`src/rtl/zoom_pkg.sv`:
```
// rtl/zoom_pkg.sv - shared encodings and helpers for the zoom configuration controller
package zoom_pkg;

  localparam logic [1:0] ALG_NN = 2'd0;
  localparam logic [1:0] ALG_PR = 2'd1;
  localparam logic [1:0] ALG_DC = 2'd2;
  localparam logic [1:0] ALG_BA = 2'd3;

  typedef enum logic [1:0] {
    ST_IDLE   = 2'd0,
    ST_WAIT   = 2'd1,
    ST_UPDATE = 2'd2
  } zoom_state_e;

  function automatic logic is_upscale(input logic [1:0] alg);
    return (alg == ALG_NN) || (alg == ALG_PR);
  endfunction

endpackage

```
`src/rtl/edge_pulse.sv`:
```
// rtl/edge_pulse.sv - rising-edge detector on a pre-synchronised button level
module edge_pulse (
  input  logic clk,
  input  logic resetn,
  input  logic i_level,
  output logic o_pulse
);

  logic r_prev;

  // Previous sample clears to 0, so a level held through reset fires once after release
  always_ff @(posedge clk) begin
    if (!resetn) r_prev <= 1'b0;
    else         r_prev <= i_level;
  end

  assign o_pulse = i_level & ~r_prev;

endmodule

```
`src/rtl/zoom_config_controller.sv`:
```
// rtl/zoom_config_controller.sv - shadow zoom config committed to active outputs when the scaler is idle
module zoom_config_controller
  import zoom_pkg::*;
#(
  parameter int IMG_WIDTH_IN   = 160,
  parameter int IMG_HEIGHT_IN  = 120,
  parameter int W_WIDTH        = 11,
  parameter int H_WIDTH        = 10,
  parameter int MAX_UP_SHIFT   = 3,
  parameter int MAX_DOWN_SHIFT = 2,
  parameter int SHIFT_W        = 2
) (
  input  logic               CLK,
  input  logic               RESET_N,
  input  logic               SELECT,
  input  logic               ZOOM_IN,
  input  logic               ZOOM_OUT,
  input  logic               BUSY,
  output logic [1:0]         ALGORITHM,
  output logic [SHIFT_W-1:0] SHIFT_FACTOR,
  output logic [W_WIDTH-1:0] IMG_WIDTH_OUT,
  output logic [H_WIDTH-1:0] IMG_HEIGHT_OUT,
  output logic               CFG_UPDATE,
  output logic               PENDING
);

  if ((IMG_WIDTH_IN << MAX_UP_SHIFT) >= (1 << W_WIDTH)) begin : g_chk_w
    $error("IMG_WIDTH_IN << MAX_UP_SHIFT does not fit W_WIDTH");
  end
  if ((IMG_HEIGHT_IN << MAX_UP_SHIFT) >= (1 << H_WIDTH)) begin : g_chk_h
    $error("IMG_HEIGHT_IN << MAX_UP_SHIFT does not fit H_WIDTH");
  end
  if (((IMG_WIDTH_IN >> MAX_DOWN_SHIFT) < 1) || ((IMG_HEIGHT_IN >> MAX_DOWN_SHIFT) < 1)) begin : g_chk_dn
    $error("downscaled image collapses to zero size");
  end
  if ((MAX_UP_SHIFT >= (1 << SHIFT_W)) || (MAX_DOWN_SHIFT >= (1 << SHIFT_W))) begin : g_chk_s
    $error("SHIFT_W too narrow for the maximum shift");
  end

  localparam logic [W_WIDTH-1:0] LP_W_IN   = W_WIDTH'(IMG_WIDTH_IN);
  localparam logic [H_WIDTH-1:0] LP_H_IN   = H_WIDTH'(IMG_HEIGHT_IN);
  localparam logic [SHIFT_W-1:0] LP_UP_MAX = SHIFT_W'(MAX_UP_SHIFT);
  localparam logic [SHIFT_W-1:0] LP_DN_MAX = SHIFT_W'(MAX_DOWN_SHIFT);

  logic w_sel_p, w_in_p, w_out_p;

  edge_pulse u_sel (.clk(CLK), .resetn(RESET_N), .i_level(SELECT),   .o_pulse(w_sel_p));
  edge_pulse u_in  (.clk(CLK), .resetn(RESET_N), .i_level(ZOOM_IN),  .o_pulse(w_in_p));
  edge_pulse u_out (.clk(CLK), .resetn(RESET_N), .i_level(ZOOM_OUT), .o_pulse(w_out_p));

  logic [1:0]         r_sh_alg;
  logic [SHIFT_W-1:0] r_sh_shift;
  logic [SHIFT_W-1:0] w_max_shift;

  assign w_max_shift = is_upscale(r_sh_alg) ? LP_UP_MAX : LP_DN_MAX;

  // SELECT wins over ZOOM_IN wins over ZOOM_OUT; losers in the same cycle are dropped
  always_ff @(posedge CLK) begin
    if (!RESET_N) begin
      r_sh_alg   <= ALG_NN;
      r_sh_shift <= '0;
    end else if (w_sel_p) begin
      r_sh_alg   <= r_sh_alg + 2'd1;
      r_sh_shift <= SHIFT_W'(1);
    end else if (w_in_p) begin
      if (r_sh_shift < w_max_shift) r_sh_shift <= r_sh_shift + SHIFT_W'(1);
    end else if (w_out_p) begin
      if (r_sh_shift != '0) r_sh_shift <= r_sh_shift - SHIFT_W'(1);
    end
  end

  logic [W_WIDTH-1:0] w_width_next;
  logic [H_WIDTH-1:0] w_height_next;

  always_comb begin
    w_width_next  = LP_W_IN;
    w_height_next = LP_H_IN;
    if (is_upscale(r_sh_alg)) begin
      w_width_next  = LP_W_IN << r_sh_shift;
      w_height_next = LP_H_IN << r_sh_shift;
    end else begin
      w_width_next  = LP_W_IN >> r_sh_shift;
      w_height_next = LP_H_IN >> r_sh_shift;
    end
  end

  zoom_state_e        r_state;
  logic [1:0]         r_alg;
  logic [SHIFT_W-1:0] r_shift;
  logic [W_WIDTH-1:0] r_width;
  logic [H_WIDTH-1:0] r_height;
  logic               w_pending;

  assign w_pending = {r_sh_alg, r_sh_shift} != {r_alg, r_shift};

  // Shadow changes seen while in WAIT ride along with the commit that BUSY releases
  always_ff @(posedge CLK) begin
    if (!RESET_N) begin
      r_state  <= ST_IDLE;
      r_alg    <= ALG_NN;
      r_shift  <= '0;
      r_width  <= LP_W_IN;
      r_height <= LP_H_IN;
    end else begin
      case (r_state)
        ST_IDLE: if (w_pending) r_state <= ST_WAIT;
        ST_WAIT: begin
          if (!BUSY) begin
            r_alg    <= r_sh_alg;
            r_shift  <= r_sh_shift;
            r_width  <= w_width_next;
            r_height <= w_height_next;
            r_state  <= ST_UPDATE;
          end
        end
        ST_UPDATE: r_state <= ST_IDLE;
        default:   r_state <= ST_IDLE;
      endcase
    end
  end

  assign ALGORITHM      = r_alg;
  assign SHIFT_FACTOR   = r_shift;
  assign IMG_WIDTH_OUT  = r_width;
  assign IMG_HEIGHT_OUT = r_height;
  assign CFG_UPDATE     = (r_state == ST_UPDATE);
  assign PENDING        = w_pending;

endmodule

```
`config.mk`:
```
export PLATFORM = sky130hd
export DESIGN_NAME = zoom_config_controller
export DESIGN_NICKNAME = d
export VERILOG_FILES = /design/src/rtl/zoom_pkg.sv /design/src/rtl/edge_pulse.sv /design/src/rtl/zoom_config_controller.sv
export SDC_FILE = /design/constraint.sdc
export NUM_CORES = 1
export LEC_CHECK = 0
export CELL_PAD_IN_SITES_DETAIL_PLACEMENT = 1
export CELL_PAD_IN_SITES_GLOBAL_PLACEMENT = 1
export CORE_AREA = 8 8 74 76
export DETAILED_ROUTE_END_ITERATION = 6
export DIE_AREA = 0 0 82 84
export GPL_TIMING_DRIVEN = 0
export PLACE_DENSITY = 0.81
export SYNTH_ARGS = -nofsm -noshare
export SYNTH_HDL_FRONTEND = slang
export SYNTH_HIERARCHICAL = 1
export SYNTH_SLANG_ARGS = --single-unit
```
`constraint.sdc`:
```
create_clock -name CLK -period 1.61 [get_ports CLK]
set_input_delay 0.322 -clock CLK [delete_from_list [all_inputs] [get_ports CLK]]
set_output_delay 0.322 -clock CLK [all_outputs]
set_load 0.01 [all_outputs]
```
==> results of run 1 <==
-- synth_stat cells (3+ instances only) --
library cell,count
and2_1,5
and2_0,3
buf_4,4
a21boi_0,11
dfxtp_1,30
nand3_1,4
o21a_1,4
clkbuf_1,10
nor2_1,9
inv_1,4
o21ai_0,4
nand2_1,18
nor2b_4,3
xnor2_1,4
-- flip-flops by register name, indices dropped and copies added, names as in the netlist --
signal / flops
IMG_WIDTH_OUT: 9
IMG_HEIGHT_OUT: 8
ALGORITHM: 2
SHIFT_FACTOR: 2
r_sh_alg: 2
r_sh_shift: 2
r_state: 2
u_in/r_prev: 1
u_out/r_prev: 1
u_sel/r_prev: 1
-- worst max-delay path by stage --
stage	to	slack, ns
finish	r_sh_shift[0]	0.009
global route	r_sh_shift[0]	-0.04
CTS	r_sh_shift[0]	0.007
detailed placement	IMG_HEIGHT_OUT[3]	-0.57
global placement	IMG_HEIGHT_OUT[3]	-0.57
floorplan	r_sh_shift[0]	0.02
-- where the power goes --
part | switching (uW) | total (uW) | internal (uW) | leakage [uW]
combinational | 153 | 299 | 146 | 0.000416
clock | 289 | 744 | 455 | 0.0000579
sequential | 37.3 | 816 | 778 | 0.000248
total | 479 | 1860 | 1380 | 0.000722
-- critical path, cell delays in order (launching register included) --
cell and delay (ns):
dfxtp_4 0.39, inv_1 0.05, ha_2 0.20, or3_4 0.37
a311o_1 0.31, o21a_1 0.18
-- cell type report --
cell class,count,area [um^2],area share
multi-input combinational,99,669,0.361
sequential,30,619,0.334
timing repair buffer,33,317,0.170
clock buffer,5,68.8,0.0371
tap,52,65.1,0.0350
buffer,11,62.6,0.0337
clock inverter,3,40.0,0.0216
inverter,4,15.0,0.00809
-- through the flow --
stage | total power, uW | area, um^2 | setup WS [ns] | utilization
after floorplan | 990 | 1330 | 0.0197 | -
after global placement | 1100 | 1690 | -0.567 | 0.397
after detailed placement | 1110 | 1690 | -0.567 | 0.397
after CTS | 1870 | 1830 | 0.00712 | 0.429
after global routing | 1960 | 1860 | -0.0442 | 0.435
final | 1860 | 1860 | 0.00880 | 0.435
-- cell families after synthesis --
family / after synthesis
xor+xnor: 5
buf+inv: 18
flops: 30
simple gates: 62
mux: 1
fa+ha+maj: 2
compound gates: 27
other cells: 1
-- placed cells by master, fill, tap and decap left out, drive strengths merged, types with 2 or more instances in the layout --
master          n
a21boi         12
a21oi           2
and2            8
buf             7
clkbuf         13
clkdlybuf4s50  25
clkinv          2
conb            2
dfxtp          30
dlygate4sd2     3
ha              2
inv             4
nand2          18
nand2b          2
nand3           4
nand3b          2
nand4           2
nand4b          2
nor2            9
nor2b           4
nor3b           3
o21a            4
o21ai           4
xnor2           4
-- routing by layer --
layer | track usage | vias up | share of wire
li1 | - | 559 | -
met1 | 0.126 | 508 | 0.44
met2 | 0.169 | 28 | 0.46
met3 | 0.0409 | 6 | 0.078
met4 | 0.0479 | 0 | 0.017
met5 | 0 | - | 0
-- repair_timing --
item,CTS,global route
pin swaps,0,0
resized for setup,23,7
hold endpoints to repair,0,0
setup endpoints to repair,26,9
buffers inserted,0,3
==> flow_summary.yaml, run 1 <==
final_layout:
  diodes: 0
  syn_to_final_growth_pct: 40.1
  finalNonFillerCells: 237
  nFillCells: 503
  layout.nets: 192
  drive_above_1_share: 0.195
clock_tree:
  cts-hold-fix-buffers: 0
  path_clk_slew_ns: 0.07
  cts_buffers: 5
  clockRootBuffer: "clkbuf_8"
  cts.sinks: 30
  worstSkewPairLatency_ns: 0.28
  cts_buffer_depth: 2
  cts_max_level: 2
  cts_tree: "done"
grt:
  globalRouteOverflowTotal: 0
  grt_first_pass_wirelength_mm: 5.78
  first_global_vias: 1172
  grt_start_max_net_pins: 13
  grt_usage: 0.108
  antenna_found_initial: 0
sta:
  skew_ns: 0.00392
  hold_slack_ns: 0.456
  finalMaxSlewViolations: 0
  hold_viol: 0
  period_share: 0.995
  period_minus_slack_ns: 1.60
  finalSetupViolations: 0
  rsz0062_at_grt: "yes"
  timing.fmax_mhz: 625
  setup_tns_ns: 0
run_status:
  outcome: "finished, final reports clean"
critical_path:
  r2r_start: "r_sh_alg[0]"
  r2r_end: "r_sh_shift[0]"
  crit_path_start: "r_sh_alg[0]"
  crit_path_end_kind: "flip-flop"
  crit_type: "reg2reg"
  rrSetupSlack_ns: 0.009
  crit_fanout: 5
  critPathLaunchType: "flip-flop"
  rr_worst_depth: 5
  cp_data_required_time_ns: 1.79
  critPathArrivalTime_ns: 1.78
logic_synthesis:
  synth_simple_gate_area_frac: 0.272
  synth_top_area_frac: 0.453
  synth_compound_area_frac: 0.150
  synthXorXnorAreaFrac: 0.0331
  synth_top_area_cell: "dfxtp_1"
  ys_async_sr_fraction: 0
  ys_ff_latch: 30
  synth_area_leaders: "dfxtp_1 45%, a21boi_0 6.2%, nand2_1 5.1%"
  ys.flop_type: "dfxtp_1"
  ys_types: 40
  synth_edf_count: 0
  yosysWarnings: 6
  avgSynthCellArea_um2: 9.08
  syn-instance-count: 146
  seq_area_frac_synth: 0.453
  synthAdderAreaFrac: 0.0189
  netlist_area_um2: 1330
  synth_mux_area_frac: 0.00755
  synth_top_family_by_area: "simple AND/OR/NAND/NOR gates"
pwr:
  ir_worst_vdd_mv: 0.430
  power_density_nw_per_um2: 1000
  p_leak_uw: 0.000722
hold_path:
  whs_endpoint: "IMG_WIDTH_OUT[9]"
  holdPathStages: 2
  holdCritPathClass: "reg2reg"
  hp-start: "IMG_WIDTH_OUT[9]"
floorplan:
  start_util: 0.311
  rows: 24
  die_y_um: 84
  ioPinCount: 33
  dieArea_um2: 6890
  core_area_um2: 4260
  fp.dieW_um: 82
route:
  drtIter0Drc: 55
  wire_per_inst_um: 14.9
  routed_wl_mm: 3.53
  vias: 1101
  drt-vias-per-instance: 4.65
  ant_nets: 0
  drc: 0
  firstDrtPassIters: 4
placement:
  gp_congestion: 0.824
  dp_hpwl_mm: 2.45
  portBuffers: 30
  place_inst: 229
job:
  maxCapViolCount: 0
Power figures use the tool's default switching activity.
==> inputs of run 2 (changes only) <==
CORE_AREA = 2 2 68 70   (was 8 8 74 76)
CTS_CLUSTER_DIAMETER = 150   (was default)
DIE_AREA = 0 0 70 72   (was 0 0 82 84)
==> flow_summary.yaml, run 2 (synthesis results as in run 1) <==
run_status:
  outcome: "finished, final reports clean"
sta:
  finalMaxSlewViolations: 0
  period_minus_slack_ns: 1.59
  rsz0062_at_grt: "yes"
  period_share: 0.984
  worst_slack_ns: 0.0250
  skew_ns: 0.0111
  timing.fmax_mhz: 631
  setup_tns_ns: 0
  finalSetupViolations: 0
  hold_viol: 0
clock_tree:
  clockRootBuffer: "clkbuf_8"
  path_clk_slew_ns: 0.07
  cts_buffer_depth: 2
  cts_tree: "done"
  cts_max_level: 2
  cts.sinks: 30
  worstSkewPairLatency_ns: 0.28
  cts_buffers: 5
final_layout:
  drive_above_1_share: 0.202
  layout.nets: 190
  postLayoutCellArea_um2: 1860
  largest_reg_flops: 9
  nFillCells: 500
  final_cell_mix: "27 x clkdlybuf4s50_1, 22 x dfxtp_1, 18 x nand2_1"
  diodes: 0
  syn_to_final_growth_pct: 40.1
  final_common_cell: "clkdlybuf4s50_1"
  fin_util: 0.435
critical_path:
  crit_fanout: 5
  cp_data_required_time_ns: 1.78
  slowest_delay_ns: 0.38
  critPathLaunchType: "flip-flop"
  crit_path_end_kind: "flip-flop"
  slowest_stage: "dfxtp_4"
  critPathArrivalTime_ns: 1.75
  crit_type: "reg2reg"
  rrSetupSlack_ns: 0.02
  path_cells: "inv_2, ha_4, or3_4, a311o_1, o21a_1"
hold_path:
  holdCritPathClass: "reg2reg"
floorplan:
  start_util: 0.311
  rows: 24
  dieArea_um2: 5040
  core_area_um2: 4260
  die_y_um: 72
  ioPinCount: 33
  fp.dieW_um: 70
route:
  firstDrtPassIters: 4
  vias: 1124
  ant_nets: 0
  wire_per_inst_um: 14.2
  drc: 0
  drtIter0Drc: 39
  routed_wl_mm: 3.33
  drt-vias-per-instance: 4.78
pwr:
  power_density_nw_per_um2: 947
  total_power_uw: 1760
  p_leak_uw: 0.000684
  ir_worst_vdd_mv: 0.355
grt:
  grt_usage: 0.139
  grt_start_max_net_pins: 13
  antenna_found_initial: 0
  first_global_vias: 1172
  grt_first_pass_wirelength_mm: 5.50
  globalRouteOverflowTotal: 0
job:
  maxCapViolCount: 0
placement:
  preCtsSetupSlack_ns: -0.529
  portBuffers: 30
  gp_congestion: 0.757
  dp_hpwl_mm: 2.33
  placed_area_um2: 1690
[run 2: cell types whose count changed in the layout (fill, tap and decap cells not counted), sizes merged]
cell	before	now
clkinv	2	1
dlygate4sd2	3	2
clkbuf	13	14
buf	7	5
dlymetal6s2s	1	0
bufinv	1	0
clkdlybuf4s15	0	1
clkdlybuf4s50	25	27
[run 2: metal layers]
| metal | routed length (um) | global-route usage |
|---|---|---|
| met1 | 1450 | 0.158 |
| met2 | 1720 | 0.250 |
| met3 | 132 | 0.0347 |
| met4 | 28 | 0.0577 |
| met5 | 0 | 0 |
[run 2: final timing paths]
path,startpoint,endpoint,depth (start not counted)
min,IMG_WIDTH_OUT[9],IMG_WIDTH_OUT[9],2
max reg2reg,r_sh_alg[1],r_sh_shift[0],5
min reg2reg,IMG_WIDTH_OUT[9],IMG_WIDTH_OUT[9],2
max,r_sh_alg[1],r_sh_shift[0],5
[run 2: where the power goes]
group	leakage, uW	switching [uW]	internal (uW)
Combinational	0.000387	156	155
Sequential	0.000249	38.0	777
Clock	0.0000482	287	344
[run 2: final cells by class]
class / instances / area (um^2) / area share
plain buffers: 11 / 62.6 / 0.0337
clock buffers: 7 / 86.3 / 0.0465
clock inverters: 1 / 5.00 / 0.00270
inverters: 4 / 15.0 / 0.00809
multi-input cells: 99 / 697 / 0.375
flip-flops and latches: 30 / 621 / 0.334
well taps: 52 / 65.1 / 0.0350
repair buffers: 31 / 305 / 0.164
[run 2: worst max-delay path, delay by kind of cell, from the launching register on]
family / cells / cell delay, ns
compound gates: 2 / 0.49
simple gates: 1 / 0.37
flops: 1 / 0.38
buf+inv: 1 / 0.07
fa+ha+maj: 1 / 0.17
[run 2: metrics by stage]
step	cells	hold slack (ns)
2_1_floorplan	147	0.444
6_report	235	0.448
5_1_grt	235	0.484
3_3_place_gp	229	0.443
3_5_place_dp	229	0.447
4_1_cts	234	0.453
[run 2: what timing repair did]
| action | in CTS | in global routing |
|---|---|---|
| hold endpoints to repair | 0 | 0 |
| resized for setup | 23 | 11 |
| buffers inserted | 0 | 1 |
| pin swaps | 0 | 2 |
| endpoints found under the setup margin | 25 | 6 |
| hold buffers | 0 | 0 |
==> inputs of run 3 (changes only) <==
CORE_AREA = 2 2 52 91   (was 2 2 68 70)
DIE_AREA = 0 0 54 93   (was 0 0 70 72)
PLACE_DENSITY = 0.8   (was 0.81)
==> flow_summary.yaml, run 3 (synthesis results as in run 1) <==
route:
  ant_nets: 0
  vias: 1128
  drt-vias-per-instance: 4.82
  drtIter0Drc: 10
  wire_per_inst_um: 13.0
  routed_wl_mm: 3.05
  drc: 0
  firstDrtPassIters: 4
critical_path:
  crit_path_end_kind: "flip-flop"
  path_cells: "inv_1, ha_2, or3_4, a311o_1, o21a_1"
  slowest_delay_ns: 0.38
  crit_path_start: "r_sh_alg[0]"
  rr_worst_depth: 5
  cpLargestDelayFamily: "compound AO/OA/AOI/OAI gates"
  cp.buffers_inverters: 1
  crit_type: "reg2reg"
  crit_cells: 5
  crit_path_end: "r_sh_shift[0]"
  r2r_end: "r_sh_shift[0]"
  rrSetupSlack_ns: 0.01
  critPathLaunchType: "flip-flop"
  critPathArrivalTime_ns: 1.78
  r2r_start: "r_sh_alg[0]"
  slowest_stage: "dfxtp_4"
  cp_data_required_time_ns: 1.79
  crit_fanout: 5
floorplan:
  ioPinCount: 33
  dieArea_um2: 5020
  die_y_um: 93
  fp.dieW_um: 54
  core_area_um2: 4320
  rows: 32
  start_util: 0.306
sta:
  period_minus_slack_ns: 1.60
  period_share: 0.992
  timing.fmax_mhz: 626
  worst_slack_ns: 0.0132
  hold_viol: 0
  finalMaxSlewViolations: 0
  skew_ns: 0.00566
  rsz0062_at_grt: "yes"
  finalSetupViolations: 0
  hold_slack_ns: 0.453
placement:
  portBuffers: 30
  gp_congestion: 0.757
  place_inst: 228
  preCtsSetupSlack_ns: -0.568
  placed_area_um2: 1690
  dp_hpwl_mm: 2.21
clock_tree:
  clockRootBuffer: "clkbuf_8"
  path_clk_slew_ns: 0.06
  cts_tree: "done"
  cts.sinks: 30
  worstSkewPairLatency_ns: 0.28
  cts_buffer_depth: 2
  cts_max_level: 2
  cts_buffers: 5
grt:
  first_global_vias: 1092
  antenna_found_initial: 0
  grt_usage: 0.139
  grt_start_max_net_pins: 13
  globalRouteOverflowTotal: 0
  grt_first_pass_wirelength_mm: 5.09
hold_path:
  holdCritPathClass: "reg2reg"
final_layout:
  final_cell_mix: "25 x dfxtp_1, 25 x clkdlybuf4s50_1, 18 x nand2_1"
  layout.nets: 190
  finalNonFillerCells: 234
  syn_to_final_growth_pct: 40.8
  postLayoutCellArea_um2: 1870
  diodes: 0
  largest_reg_flops: 9
  drive_above_1_share: 0.180
  multi_input_area_um2: 683
  regArea_um2: 614
  nFillCells: 516
run_status:
  outcome: "finished, final reports clean"
pwr:
  ir_worst_vdd_mv: 0.497
  power_density_nw_per_um2: 976
  p_leak_uw: 0.000731
job:
  maxCapViolCount: 0
-- run 3: cell types whose count changed in the layout (fill, tap and decap cells not counted), sizes merged --
cell / change
clkdlybuf4s50: -2
dlymetal6s2s: +2
clkbuf: +1
clkinv: -1
-- run 3: how the worst min path moves through the flow --
stage / slack [ns] / from / cells after the start / to
3_5_place_dp: 0.45 / IMG_WIDTH_OUT[9] / 2 / IMG_WIDTH_OUT[9]
6_report: 0.45 / IMG_WIDTH_OUT[9] / 2 / IMG_WIDTH_OUT[9]
3_3_place_gp: 0.44 / IMG_WIDTH_OUT[9] / 2 / IMG_WIDTH_OUT[9]
2_1_floorplan: 0.44 / ZOOM_IN / 1 / u_in/r_prev
5_1_grt: 0.50 / IMG_WIDTH_OUT[3] / 2 / IMG_WIDTH_OUT[3]
4_1_cts: 0.46 / IMG_WIDTH_OUT[9] / 2 / IMG_WIDTH_OUT[9]
-- run 3: worst min-delay path, stage by stage (launching register included) --
cell      delay, ns
dfxtp_1        0.31
nand2_1        0.05
a21boi_1       0.05
-- run 3: per-stage QoR --
stage,total power (uW),TNS (ns),utilization
2_1_floorplan,990,0,-
3_3_place_gp,1100,-9.23,0.391
3_5_place_dp,1100,-9.71,0.391
4_1_cts,1840,0,0.427
5_1_grt,1910,-0.0218,0.431
6_report,1820,0,0.431
-- run 3: metal layers --
layer,GRT usage,up-vias,wire [um]
li1,-,557,-
met1,0.153,537,1200
met2,0.231,27,1620
met3,0.0351,7,146
met4,0.0813,0,89
met5,0,-,0
-- run 3: report_power, final --
| group | switching, uW | internal [uW] | leakage, uW |
|---|---|---|---|
| Sequential | 36.2 | 779 | 0.000247 |
| Clock | 279 | 431 | 0.0000575 |
| Combinational | 147 | 149 | 0.000426 |
-- run 3: area by class of cell --
class	instances	area share
plain buffers	11	0.0369
clock buffers	8	0.0590
inverters	4	0.00805
multi-input cells	99	0.366
flip-flops and latches	30	0.329
well taps	51	0.0342
repair buffers	31	0.166
-- run 3: what timing repair did --
item,4_1_cts,5_1_grt
setup endpoints to repair,25,5
gates resized for setup,22,6
setup buffers,1,0
pin swaps,1,0
hold buffers,0,0
